[src/rtl/mem_io_pkg.sv]
// Shared definitions for the memory/IO stage: bus command encoding,
// address-region tags and default IO addresses.
package mem_io_pkg;

    typedef enum logic [1:0] {
        MNONE  = 2'b00,
        MREAD  = 2'b01,
        MWRITE = 2'b10,
        MRSVD  = 2'b11
    } mem_cmd_e;

    typedef enum logic [1:0] {
        REG_RAM,
        REG_LED,
        REG_SW,
        REG_UNMAPPED
    } region_e;

    localparam logic [8:0] DEF_LED_ADDR = 9'h100;
    localparam logic [8:0] DEF_SW_ADDR  = 9'h140;

endpackage

[src/rtl/ram_sync.sv]
// Single-port RAM with synchronous write and a registered, enabled read port.
module ram_sync #(
    parameter int DATA_W = 16,
    parameter int DEPTH  = 256,
    parameter int IDX_W  = $clog2(DEPTH)
)(
    input  logic              clk_i,
    input  logic              rst_i,
    input  logic              we_i,
    input  logic              re_i,
    input  logic [IDX_W-1:0]  addr_i,
    input  logic [DATA_W-1:0] wdata_i,
    output logic [DATA_W-1:0] rdata_o
);

    logic [DATA_W-1:0] mem [DEPTH];
    logic [DATA_W-1:0] rdata_q;

    always_ff @(posedge clk_i) begin
        if (we_i) begin
            mem[addr_i] <= wdata_i;
        end
    end

    // Only the read register is reset; the array contents survive reset.
    always_ff @(posedge clk_i or posedge rst_i) begin
        if (rst_i) begin
            rdata_q <= '0;
        end else if (re_i) begin
            rdata_q <= mem[addr_i];
        end
    end

    assign rdata_o = rdata_q;

endmodule

[src/rtl/mem_io_unit.sv]
// Memory/IO stage: RAM, memory-mapped LED register, synchronised switch port
// and a sticky flag for unmapped or reserved bus accesses.
module mem_io_unit
    import mem_io_pkg::*;
#(
    parameter int                DATA_W    = 16,
    parameter int                ADDR_W    = 9,
    parameter int                RAM_WORDS = 256,
    parameter logic [ADDR_W-1:0] LED_ADDR  = DEF_LED_ADDR,
    parameter logic [ADDR_W-1:0] SW_ADDR   = DEF_SW_ADDR
)(
    input  logic              clk,
    input  logic              reset,
    input  logic [1:0]        mem_cmd,
    input  logic [ADDR_W-1:0] mem_addr,
    input  logic [DATA_W-1:0] write_data,
    output logic [DATA_W-1:0] read_data,
    output logic              rd_valid,
    input  logic [7:0]        SW,
    output logic [7:0]        LEDR,
    output logic              bus_err
);

    localparam int          IDX_W    = $clog2(RAM_WORDS);
    localparam int          IO_PAD_W = DATA_W - 8;
    localparam logic [31:0] RAM_TOP  = 32'(RAM_WORDS);

    // IO addresses overlapping RAM or each other would make decode ambiguous.
    if (32'(LED_ADDR) < RAM_TOP || 32'(SW_ADDR) < RAM_TOP || LED_ADDR == SW_ADDR) begin : gMapCheck
        $error("mem_io_unit: LED_ADDR/SW_ADDR must be distinct and outside RAM");
    end

    mem_cmd_e          cmd;
    region_e           region;
    logic [IDX_W-1:0]  ramIdx;
    logic              ramWe;
    logic              ramRe;
    logic [DATA_W-1:0] ramRdata;

    logic [7:0]        led_q,      led_d;
    logic [DATA_W-1:0] ioData_q,   ioData_d;
    logic              rdSelRam_q, rdSelRam_d;
    logic              rdValid_q,  rdValid_d;
    logic              busErr_q,   busErr_d;
    logic [7:0]        swMeta_q;
    logic [7:0]        swSync_q;

    assign cmd    = mem_cmd_e'(mem_cmd);
    assign ramIdx = mem_addr[IDX_W-1:0];

    // Range check comes first so that high addresses can never alias into RAM.
    always_comb begin
        region = REG_UNMAPPED;
        if (32'(mem_addr) < RAM_TOP) begin
            region = REG_RAM;
        end else if (mem_addr == LED_ADDR) begin
            region = REG_LED;
        end else if (mem_addr == SW_ADDR) begin
            region = REG_SW;
        end
    end

    always_comb begin
        led_d      = led_q;
        ioData_d   = ioData_q;
        rdSelRam_d = rdSelRam_q;
        busErr_d   = busErr_q;
        rdValid_d  = 1'b0;
        ramWe      = 1'b0;
        ramRe      = 1'b0;
        case (cmd)
            MREAD: begin
                rdValid_d  = 1'b1;
                rdSelRam_d = (region == REG_RAM);
                case (region)
                    REG_RAM: ramRe    = 1'b1;
                    REG_LED: ioData_d = {{IO_PAD_W{1'b0}}, led_q};
                    REG_SW:  ioData_d = {{IO_PAD_W{1'b0}}, swSync_q};
                    default: begin
                        ioData_d = '0;
                        busErr_d = 1'b1;
                    end
                endcase
            end
            MWRITE: begin
                case (region)
                    REG_RAM: ramWe    = 1'b1;
                    REG_LED: led_d    = write_data[7:0];
                    default: busErr_d = 1'b1;
                endcase
            end
            MRSVD:   busErr_d = 1'b1;
            default: ;
        endcase
    end

    always_ff @(posedge clk or posedge reset) begin
        if (reset) begin
            led_q      <= '0;
            ioData_q   <= '0;
            rdSelRam_q <= 1'b0;
            rdValid_q  <= 1'b0;
            busErr_q   <= 1'b0;
            swMeta_q   <= '0;
            swSync_q   <= '0;
        end else begin
            led_q      <= led_d;
            ioData_q   <= ioData_d;
            rdSelRam_q <= rdSelRam_d;
            rdValid_q  <= rdValid_d;
            busErr_q   <= busErr_d;
            swMeta_q   <= SW;
            swSync_q   <= swMeta_q;
        end
    end

    ram_sync #(
        .DATA_W (DATA_W),
        .DEPTH  (RAM_WORDS),
        .IDX_W  (IDX_W)
    ) uRam (
        .clk_i   (clk),
        .rst_i   (reset),
        .we_i    (ramWe),
        .re_i    (ramRe),
        .addr_i  (ramIdx),
        .wdata_i (write_data),
        .rdata_o (ramRdata)
    );

    // RAM data already sits in its own read register, so only the source is selected here.
    assign read_data = rdSelRam_q ? ramRdata : ioData_q;
    assign rd_valid  = rdValid_q;
    assign LEDR      = led_q;
    assign bus_err   = busErr_q;

endmodule

[config.mk]
export PLATFORM = sky130hd
export DESIGN_NAME = mem_io_unit
export DESIGN_NICKNAME = d
export VERILOG_FILES = /design/src/rtl/mem_io_pkg.sv /design/src/rtl/ram_sync.sv /design/src/rtl/mem_io_unit.sv
export SDC_FILE = /design/constraint.sdc
export NUM_CORES = 2
export LEC_CHECK = 0
export CAP_MARGIN = 25
export CORE_UTILIZATION = 25
export DETAILED_ROUTE_END_ITERATION = 8
export PLACE_DENSITY_LB_ADDON = 0.05
export SLEW_MARGIN = 5
export SYNTH_ARGS = -nofsm -noshare
export SYNTH_HDL_FRONTEND = slang
export SYNTH_SLANG_ARGS = --single-unit
[constraint.sdc]
create_clock -name clk -period 3.1 [get_ports clk]
set_clock_uncertainty 0.15 [all_clocks]
set_input_delay 0.62 -clock clk [delete_from_list [all_inputs] [get_ports clk]]
set_output_delay 0.62 -clock clk [all_outputs]
set_load 0.01 [all_outputs]
==> flow_summary.yaml <==
sta:
  rsz0062_at_grt: "yes"
  fin_ws_ns: -0.0316
  slew_violations: 0
  worst_pin_slew_ns: 1.03
  final-setup-viol-count: 3
  period_share_pct: 101
  timing.hold.ws_ns: 0.102
  max_clock_freq_ghz: 0.319
  finalHoldViolCount: 0
  fin_crit_ns: 3.13
  relSlewSlack_pct: 31.3
floorplanning:
  coreArea_sq_um: 634000
  start_util_pct: 25.2
  ios: 63
  die_h_um: 800
  row_count: 292
  die_x_um: 800
  dieArea_sq_um: 641000
clocking:
  clock-root-buffer: "clkbuf_16"
  path_clk_slew_ns: 0.06
  cts_tree: "built"
  cts-buffers-inserted: 519
  clock_path_buffers: 4
  cts.sinks: 4147
  clk_latency_ns: 1.09
  htreeDepth: 6
logic_synthesis:
  ys_seq_elements: 4147
  synth_nets: 7214
  seq_area_frac_synth_pct: 78.0
  yosys_warnings: 0
  yosysUniqueCellTypes: 61
  synth_ff_type: "edfxtp_1"
  synthArstFlopShare_pct: 1.23
  synth_area_sq_um: 159000
  synth_edf_count: 4096
  syn-instance-count: 7177
  avgSynthCellArea_sq_um: 22.2
detailed_routing:
  drt_iter0_drc: 7356
  drcViolationCount: 0
  wire_per_inst_um: 33.7
  ant_nets: 0
  viasPerCell: 4.62
  drt_wl_total_mm: 598
  drtPass1Iterations: 8
  vias: 82000
global_route:
  grt_pass1_wl_mm: 801
  gr-usage-met3_pct: 2.43
  grt_max_degree: 81
  antenna_found_initial: 81
  grt_overflow: 0
  grt_pass1_vias: 86900
  gr-max-usage-layer: "met2"
  use_met2_pct: 30.2
  grtUsageMet1_pct: 25.8
  track_usage_pct: 18.3
min_path:
  hold_class: "in2reg"
  holdCritStartpoint: "write_data[3]"
  hold-path-endpoint: "uRam.mem[77][3]"
  min_path_cells: 2
worst_setup_path:
  critPathLaunchType: "input pin"
  crit_path_max_fanout: 12
  r2r-start: "uRam.mem[87][13]"
  worstSetupPathType: "in2reg"
  arrival_ns: 3.97
  r2r_end: "uRam.rdata_o[13]"
  crit_path_end_kind: "flop"
  r2r_setup_slack_ns: 0.02
  critPathRequiredTime_ns: 3.94
  rr_worst_depth: 7
finish:
  syn_to_final_growth_pct: 29.0
  final_cell_mix: "edfxtp_1 (4096), buf_4 (1011), mux4_2 (985)"
  drive_above_1_share_pct: 39.1
  nNetsFinal: 8976
  fillers: 60500
  fin_area_sq_um: 206000
  final_common_cell: "edfxtp_1"
power:
  ir_drop_mv: 0.632
  leakage_nw: 66.2
  power_density_nw_per_um2: 627
placement:
  io_buffers: 62
  placed_area_sq_um: 189000
  gp_congestion: 0.790
  dp_hpwl_mm: 409
status:
  status: "finished, violations left"
  violations: "negative setup slack"
job:
  drv_cap: 0
==> registers in the layout, indices dropped and copies added, names as in the netlist <==
signal,flops
uRam.mem,4096
uRam.rdata_o,16
LEDR,8
ioData_q,8
swMeta_q,8
swSync_q,8
bus_err,1
rdSelRam_q,1
rd_valid,1
==> how the worst max path moves through the flow <==
stage | to | from | depth (start not counted) | slack (ns)
after floorplan | uRam.mem[119][0] | mem_addr[1] | 11 | -0.14
after global routing | read_data[7] | rdSelRam_q | 5 | -0.1
after detailed placement | uRam.rdata_o[11] | mem_addr[0] | 12 | -1.33
final | uRam.rdata_o[0] | mem_addr[3] | 13 | -0.03
after global placement | uRam.rdata_o[11] | mem_addr[0] | 11 | -1.39
after CTS | read_data[4] | rdSelRam_q | 4 | -0.15
==> layout make-up <==
type / count / area (sq um) / area share [%]
diodes: 20 / 50.0 / 0.0243
clock buffers: 656 / 13900 / 6.75
clock inverters: 265 / 2570 / 1.25
inverters: 8 / 43.8 / 0.0213
multi-input cells: 2613 / 34600 / 16.8
flip-flops and latches: 4147 / 124000 / 60.5
well taps: 8379 / 10500 / 5.10
repair buffers: 1650 / 19700 / 9.57
==> critical path, cell delays in order <==
cell     delay [ns]
buf_8          0.17
buf_4          0.22
inv_8          0.20
buf_12         0.26
buf_12         0.15
buf_4          0.17
mux2i_1        0.09
buf_4          0.17
a32oi_1        0.55
a31oi_1        0.27
buf_4          0.20
a31oi_1        0.56
o22a_1         0.21
==> Yosys cell counts (4+ instances only) <==
cell type,n,share of area (%)
edfxtp_1,4096,77
mux4_2,985,14
mux2i_1,327,2.1
nor2_1,299,0.70
nand2_1,254,0.60
buf_2,137,0.43
clkbuf_1,137,0.32
a22oi_1,111,0.52
o22ai_1,88,0.35
a32oi_1,73,0.40
buf_4,71,0.33
nand3_1,71,0.22
o21ai_0,61,0.19
a21oi_1,59,0.19
dfrtp_1,51,0.80
mux2_2,40,0.28
buf_6,38,0.27
buf_1,26,0.061
nor3_1,25,0.079
a31oi_1,21,0.082
o22a_1,21,0.12
o211ai_1,17,0.080
o221ai_1,16,0.088
nor2b_1,14,0.055
and2_1,13,0.051
a32o_1,12,0.075
nand2b_1,11,0.043
nand4_1,10,0.039
nor4_1,8,0.031
a221oi_1,7,0.038
a311oi_1,7,0.038
a211oi_1,5,0.024
inv_1,5,0.012
or3_1,5,0.020
a2111oi_0,4,0.022
a22o_1,4,0.022
and4b_1,4,0.025
or2_2,4,0.016
or4_1,4,0.019
==> stage by stage <==
| stage | power (mW) | setup TNS (ns) | cells | util (%) | setup slack [ns] |
|---|---|---|---|---|---|
| after floorplan | 65.9 | -330.52 | 7177 | - | -0.138 |
| after global placement | 71.1 | -1702.82 | 16800 | 29.8 | -1.39 |
| after detailed placement | 71.2 | -1747.84 | 16800 | 29.8 | -1.33 |
| after CTS | 131 | -0.752 | 17700 | 32.4 | -0.148 |
| after global routing | 133 | -0.194 | 17700 | 32.4 | -0.0983 |
| final | 129 | -0.0469 | 17700 | 32.4 | -0.0316 |
==> cells by family after synthesis <==
kind of cell | Yosys count | synth area share, %
AO/OA/AOI/OAI | 523 | 2.33
flip-flops | 4147 | 78.0
AND/OR/NAND/NOR | 738 | 2.00
multiplexers | 1352 | 16.3
buffers and inverters | 417 | 1.44
==> what timing repair did <==
action | CTS | global route
pin swaps | 0 | 0
resized for setup | 84 | 20
buffers inserted | 3 | 1
hold buffers | 23 | 0
endpoints found under the hold margin | 633 | 0
endpoints found under the setup margin | 24 | 11
==> layer usage <==
| metal | vias up | part of all wire, % |
|---|---|---|
| li1 | 34100 | - |
| met1 | 45300 | 46 |
| met2 | 2010 | 48 |
| met3 | 599 | 4.3 |
| met4 | 4 | 2.2 |
| met5 | - | 0.0045 |
==> report_power, final <==
part,internal (mW),leakage [nW],switching [mW],total (mW)
clock,34.7,8.01,24.3,59.0
combinational,3.15,20.7,4.89,8.04
sequential,61.7,37.4,0.127,61.8
(Power assumes the default switching activity.)
